`src/rtl/core_pkg.sv`:
```
// Shared core definitions: datapath width, fetch FSM state encoding and
// architectural constants used by the fetch stage.
package core_pkg;

  localparam int XLEN        = 32;
  localparam int INSTR_BYTES = 4;

  localparam logic [XLEN-1:0] RESET_PC_DEFAULT = 32'h0000_0000;
  localparam logic [XLEN-1:0] TRAP_VEC_DEFAULT = 32'h0000_0100;

  typedef enum logic [1:0] {
    REQ  = 2'd0,
    WAIT = 2'd1,
    HOLD = 2'd2,
    DROP = 2'd3
  } fetch_state_e;

  function automatic logic is_misaligned(input logic [1:0] low_bits);
    return low_bits != 2'b00;
  endfunction

endpackage

```
`src/rtl/fetch_pc_ctrl.sv`:
```
// Fetch PC owner: issues one outstanding instruction-memory request at a time,
// hands the returned word to decode, and applies execute-stage redirects.
//
// Handshake rule for both interfaces: a transfer happens on a rising clock edge
// where valid and ready are both high; valid never depends on ready, and the
// payload is held stable while valid is high and ready is low.
module fetch_pc_ctrl
  import core_pkg::*;
#(
  parameter int              XLEN     = core_pkg::XLEN,
  parameter logic [XLEN-1:0] RESET_PC = core_pkg::RESET_PC_DEFAULT,
  parameter logic [XLEN-1:0] TRAP_VEC = core_pkg::TRAP_VEC_DEFAULT
) (
  input  logic            clk,
  input  logic            rst,
  input  logic            redirect_valid,
  input  logic [XLEN-1:0] redirect_pc,
  output logic            imem_req_valid,
  input  logic            imem_req_ready,
  output logic [XLEN-1:0] imem_req_addr,
  input  logic            imem_resp_valid,
  input  logic [31:0]     imem_resp_data,
  output logic            if_valid,
  input  logic            if_ready,
  output logic [XLEN-1:0] if_pc,
  output logic [31:0]     if_instr,
  output logic            flush,
  output logic            misalign_trap,
  output fetch_state_e    dbg_state
);

  fetch_state_e    state_q, state_d;
  logic [XLEN-1:0] pc_q, pc_d;
  logic [XLEN-1:0] inflight_pc_q, inflight_pc_d;
  logic            if_valid_q, if_valid_d;
  logic [XLEN-1:0] if_pc_q, if_pc_d;
  logic [31:0]     if_instr_q, if_instr_d;
  logic            trap_q, trap_d;

  logic req_fire;
  logic in_flight_after;

  assign req_fire = (state_q == REQ) && imem_req_ready;

  // A request is still outstanding after this edge if one was just accepted
  // or an earlier one has not yet returned its response.
  assign in_flight_after = req_fire ||
                           ((state_q == WAIT) && !imem_resp_valid) ||
                           ((state_q == DROP) && !imem_resp_valid);

  always_comb begin
    state_d       = state_q;
    pc_d          = pc_q;
    inflight_pc_d = inflight_pc_q;
    if_valid_d    = if_valid_q;
    if_pc_d       = if_pc_q;
    if_instr_d    = if_instr_q;
    trap_d        = 1'b0;

    case (state_q)
      REQ: begin
        if (imem_req_ready) begin
          inflight_pc_d = pc_q;
          pc_d          = pc_q + XLEN'(INSTR_BYTES);
          state_d       = WAIT;
        end
      end
      WAIT: begin
        if (imem_resp_valid) begin
          if_instr_d = imem_resp_data;
          if_pc_d    = inflight_pc_q;
          if_valid_d = 1'b1;
          state_d    = HOLD;
        end
      end
      HOLD: begin
        if (if_ready) begin
          if_valid_d = 1'b0;
          state_d    = REQ;
        end
      end
      DROP: begin
        if (imem_resp_valid) begin
          state_d = REQ;
        end
      end
      default: state_d = REQ;
    endcase

    // Redirect overrides everything above; a same-cycle response is simply
    // not latched because the payload registers are restored here.
    if (redirect_valid) begin
      if_valid_d = 1'b0;
      if_pc_d    = if_pc_q;
      if_instr_d = if_instr_q;
      if (is_misaligned(redirect_pc[1:0])) begin
        pc_d   = TRAP_VEC;
        trap_d = 1'b1;
      end else begin
        pc_d = redirect_pc;
      end
      state_d = in_flight_after ? DROP : REQ;
    end
  end

  always_ff @(posedge clk) begin
    if (rst) begin
      state_q       <= REQ;
      pc_q          <= RESET_PC;
      inflight_pc_q <= '0;
      if_valid_q    <= 1'b0;
      if_pc_q       <= '0;
      if_instr_q    <= '0;
      trap_q        <= 1'b0;
    end else begin
      state_q       <= state_d;
      pc_q          <= pc_d;
      inflight_pc_q <= inflight_pc_d;
      if_valid_q    <= if_valid_d;
      if_pc_q       <= if_pc_d;
      if_instr_q    <= if_instr_d;
      trap_q        <= trap_d;
    end
  end

  assign imem_req_valid = (state_q == REQ);
  assign imem_req_addr  = pc_q;
  assign if_valid       = if_valid_q;
  assign if_pc          = if_pc_q;
  assign if_instr       = if_instr_q;
  assign flush          = redirect_valid;
  assign misalign_trap  = trap_q;
  assign dbg_state      = state_q;

endmodule
```
`config.mk`:
```
export PLATFORM = sky130hd
export DESIGN_NAME = fetch_pc_ctrl
export DESIGN_NICKNAME = d
export VERILOG_FILES = /design/src/rtl/core_pkg.sv /design/src/rtl/fetch_pc_ctrl.sv
export SDC_FILE = /design/constraint.sdc
export NUM_CORES = 1
export LEC_CHECK = 0
export ABC_AREA = 1
export BUFFER_PORTS_ARGS = -buffer_cell sky130_fd_sc_hd__buf_2
export CAP_MARGIN = 20
export CORE_AREA = 2 2 115 117
export DETAILED_ROUTE_END_ITERATION = 12
export DIE_AREA = 0 0 117 119
export GPL_TIMING_DRIVEN = 0
export HOLD_SLACK_MARGIN = 0.15
export MAX_ROUTING_LAYER = met4
export PLACE_DENSITY = 0.82
export SLEW_MARGIN = 20
export SYNTH_ARGS = -nofsm -noshare
export SYNTH_HDL_FRONTEND = slang
export SYNTH_SLANG_ARGS = --single-unit
export TNS_END_PERCENT = 1
```
`constraint.sdc`:
```
create_clock -name clk -period 1.2 [get_ports clk]
set_input_delay 0.24 -clock clk [delete_from_list [all_inputs] [get_ports clk]]
set_output_delay 0.24 -clock clk [all_outputs]
set_load 0.03 [all_outputs]
```
# After elaboration in Yosys (flattened, before gate mapping)
# Cells that the tools add are included.
[word_totals] regBits=132 output_inout_bits=102 word_cells=51
[op_classes] addsub=1 eq_ne=9 muxes=15 bitwise=1 reduce_logical=18
[ops] operator="two-way mux 32 bit" n=4
[ops] operator="adder 32 x 3 -> 32 bit (second input constant)" n=1
[ops] operator="two-way mux 2 bit" n=6
[ops] operator="inequality test 3 bit (second input constant)" n=3
[ops] operator="one-hot mux 2 bit (4 select lines)" n=1
[ops] operator="nonzero test 2 bit" n=4
[ops] operator="AND reduction 3 bit" n=2
[ops] operator="equality test 2 bit (second input constant)" n=2
[ops] operator="inequality test 2 bit (second input constant)" n=2
[ops] operator="AND reduction 2 bit" n=2
[ops] operator="AND reduction 4 bit" n=1
[ops] operator="OR reduction 2 bit" n=2
[ops] operator="logical AND 1 bit" n=3
[ops] operator="two-way mux 1 bit" n=3
[ops] operator="inequality test 3 x 2 -> 1 bit (second input constant)" n=1
[ops] operator="equality test 2 x 1 -> 1 bit (second input constant)" n=1
[ops] operator="logical NOT 2 bit" n=1
[ops] operator="logical OR 1 bit" n=2
[ops] operator="one-hot mux 1 bit (2 select lines)" n=1
[ops] operator="logical NOT 1 bit" n=1
[ops] operator="NOT 1 bit" n=1

# Logic depth before layout (Yosys ltp)
[logic_depth] ltp_word=6 ltp_mapped=10

# Least setup slack after synthesis
# Ideal clock, no wire load.
[synth_timing] kind="register -> register" start="reg state_q[0], in the netlist dbg_state[0]" end="reg pc_q[14], in the netlist imem_req_addr[14]" setup_ns=0.117 arrival_ns=1.703 t_required_ns=1.083 path_slack_ns=-0.620 stages_incl_launch_ff=8 synth_period_minus_slack_ns=1.820 path_cell_list="dfxtp_1 > nor2_1 > nand2_1 > nand2_2 > buf_2 > nand2_1 > a21oi_1 > nor2_1"
[synth_between] elab_chain_len=3
[synth_rtl] element="start: declaration" line="fetch_pc_ctrl.sv:32" text="fetch_state_e state_q, state_d;"
[synth_rtl] element="start signal: assignment" line="fetch_pc_ctrl.sv:116" text="state_q <= state_d;"
[synth_rtl] element="logical NOT 2 bit"
[synth_rtl] element="net imem_req_valid" line="fetch_pc_ctrl.sv:18" text="output logic imem_req_valid,"
[synth_rtl] element="nonzero test 2 bit (no line)"
[synth_rtl] element="AND reduction 2 bit (no line)"
[synth_rtl] element="end signal: assignment" line="fetch_pc_ctrl.sv:117" text="pc_q <= pc_d;"
[synth_rtl] element="end: declaration" line="fetch_pc_ctrl.sv:33" text="logic [XLEN-1:0] pc_q, pc_d;"
# The timed path passes the listed nets, and every way through them passes these cells.
# A chain may end at the register's enable or synchronous reset.

# Worst setup path in the final report
[layout_timing] start="reg state_q[1], in the netlist dbg_state[1]" end="reg pc_q[20], in the netlist imem_req_addr[20]"
[layout_between] elab_chain_len=3
[layout_rtl] element="logical NOT 2 bit" line="fetch_pc_ctrl.sv:60" text="case (state_q)"
[layout_rtl] element="nonzero test 2 bit (no line)"
[layout_rtl] element="AND reduction 2 bit (no line)"
# No other way between the ends.

==> metrics.cfg <==
[synth]
synth_seq_area_share_pct = 46.2
synth_top_area_cell = dfxtp_1
muxShareOfSynthArea_pct = 0
yosys.area_share.adder_pct = 0.219
syn-num-nets = 883
avgSynthCellArea_um2 = 7.04
synthSimpleGateAreaFrac_pct = 28.6
yosysTopAreaCellShare_pct = 46.2
synthCells = 812
synth_compound_area_share_pct = 16.8
ys_top_cells_by_area = dfxtp_1 46%, nor2_1 13%, nand2_1 9.0%
synth_top_family_by_area = simple AND/OR/NAND/NOR gates
synth_warnings = 0
synth.ff_latch_count = 132
synth_xor_area_share_pct = 0.919
ys_types = 32
syn_area_um2 = 5720

[placement]
dpl_cell_area_um2 = 6870
dp_hpwl_um = 12500
port_buffers = 169
place_congestion = 0.970
dp_slack_ps = -438
placed_cells = 1157

[clocking]
clk_latency_ps = 420
clkTransAtPathRegs_ps = 60
clock_sinks = 132
clockRootBuffer = clkbuf_16
clk_path_buf_depth = 2
numCtsBuffers = 17
cts_tree = done
h-tree-depth = 4

[sta]
worst_pin_slew_ps = 573
finalSetupTns_ps = -16150
rsz0062_at_grt = yes
fmax_mhz = 686
slew_headroom_pct = 61.8
hold_viol = 0
final-setup-viol-count = 106
fin_skew_ps = 6.22
drv_slew = 0
fin_ws_ps = -257
finalCritPeriodShare_pct = 121
finalCriticalPeriod_ps = 1460

[critical_path]
start_kind = register
crit_chain = nor2_4, nand2_4, nand2_2, clkbuf_8, nand2_1, a21oi_1, nor2_1
cp-end-kind = register
crit_path_max_fanout = 10
critPathMaxStageDelay_ps = 380
path_class = reg -> reg
crit_required_ps = 1510
critPathSlowestCell = dfxtp_4
cp.arrival_ps = 1760

[die]
die_y_um = 119
core_area_um2 = 12900
initial_core_util_pct = 44.4
row_count = 42
die_w_um = 117
ios = 172
die_area_um2 = 13900

[cells_and_area]
nFillCells = 978
seq_area_um2 = 2750
final_area_um2 = 8730
multi_input_area_um2 = 2780
area_growth_pct = 52.7
nNetsFinal = 1136
layout-drive-gt1-share_pct = 30.9
fin_util_pct = 67.8
fin_cells = 1255

[routing]
routed_wirelength_um = 19900
dr.pass1.iters = 5
first_iter_violations = 544
vias = 6464
final_antenna_net_count = 0
drc = 0
via_per_inst = 5.15
wl_per_cell_um = 15.8

[global_route]
grt_pass1_wl_um = 30000
grt_overflow = 0
track_usage_pct = 28.5
grt_max_degree = 17
antenna_found_initial = 1
first_global_vias = 6119

[pwr]
ir_worst_vdd_v = 0.00107
leakage_nw = 4.00
powerDensity_nw_per_um2 = 1380

[job]
drv_cap = 0

[status]
status = finished with violations
violations = setup timing

[worst_hold_path]
hold_class = in -> reg

[synth_stat cells (all sizes together)]
library cell and n:
o31ai 2, nor3 2, dfxtp 132, or2 2
xor2 4, o22ai 1, nand4 4, a21oi 47
inv 51, ha 1, clkbuf 21, nand2 146
and2 1, o21ai 127, buf 25, o21bai 1
a31oi 6, o211ai 2, nand3 32, xnor2 2
nor2 203
[layer usage]
metal	global-route usage, %	routed length, um	vias up
li1	-	-	3141
met1	34.0	7910	2943
met2	45.1	9640	303
met3	7.18	1480	77
met4	13.2	841	0
met5	-	0	-
[report_power, final]
| part | internal, mW | total [mW] | switching [mW] |
|---|---|---|---|
| sequential | 4.65 | 4.92 | 0.267 |
| clock | 3.31 | 5.21 | 1.91 |
| combinational | 0.801 | 1.93 | 1.13 |
[cell families (layout without fill, tap and decap cells)]
group                      after synthesis  count (layout)
buffers and inverters                   97             363
and+or+nand+nor                        390             390
AOI/OAI and AO/OA                      186             186
DFF                                    132             132
xor gates and xnor gates                 6               6
other                                    0               1
adders and majority gates                1               1
[path summary, 6_finish.rpt]
check,from,cells past startpoint,end,slack (ps)
setup / recovery,dbg_state[1]$_SDFFE_PP0P_,7,imem_req_addr[20]$_SDFFE_PP0P_,-260
hold / removal,redirect_pc[17],5,imem_req_addr[17]$_SDFFE_PP0P_,160
setup reg to reg,dbg_state[1]$_SDFFE_PP0P_,7,imem_req_addr[20]$_SDFFE_PP0P_,-260
hold reg to reg,imem_req_addr[0]$_SDFFE_PP0P_,2,imem_req_addr[0]$_SDFFE_PP0P_,460
[repair_timing]
item / 4_1_cts / 5_1_grt
pin swaps: 7 / 13
endpoints found under the hold margin: 59 / 0
setup buffers: 3 / 4
resized for setup: 116 / 156
cloned: 0 / 1
hold buffers: 57 / 0
endpoints found under the setup margin: 170 / 208
[cell type report]
cell class,instances,area share (%)
Antenna cell,1,0.0287
Sequential cell,132,31.6
Clock buffer,26,6.19
Multi-Input combinational cell,583,31.9
Buffer,46,3.66
Inverter,51,2.28
Tap cell,176,2.52
Timing Repair Buffer,234,21.2
Clock inverter,6,0.702
[sequential cells by signal, indices dropped and copies added (netlist names)]
name           flops
dbg_state          2
if_valid           1
misalign_trap      1
if_instr          32
inflight_pc_q     32
imem_req_addr     32
if_pc             32
[through the flow]
| stage | power [mW] | hold WS (ps) |
|---|---|---|
| detailed placement | 6.50 | 446 |
| global placement | 6.47 | 447 |
| floorplan | 5.94 | 372 |
| finish | 12.1 | 158 |
| global route | 12.5 | 162 |
| CTS | 11.9 | 155 |
[worst max-delay path, delay by kind of cell (launching register included)]
kind | cells | cell delay (ps)
simple gates | 5 | 580
buf+inv | 1 | 240
flops | 1 | 380
compound gates | 1 | 140
[cell usage in the layout, fill, tap and decap left out, types with 27 or more instances in the layout]
cell and instances:
o21ai_0 91, o21ai_1 35, buf_4 60, a21oi_1 42, dlygate4sd3_1 57, buf_2 91
nor2_1 179, buf_6 42, nand3_1 29, nand2_1 134, dfxtp_1 97, dfxtp_4 27
inv_1 43
No activity file was read; power rests on OpenSTA's default activity.
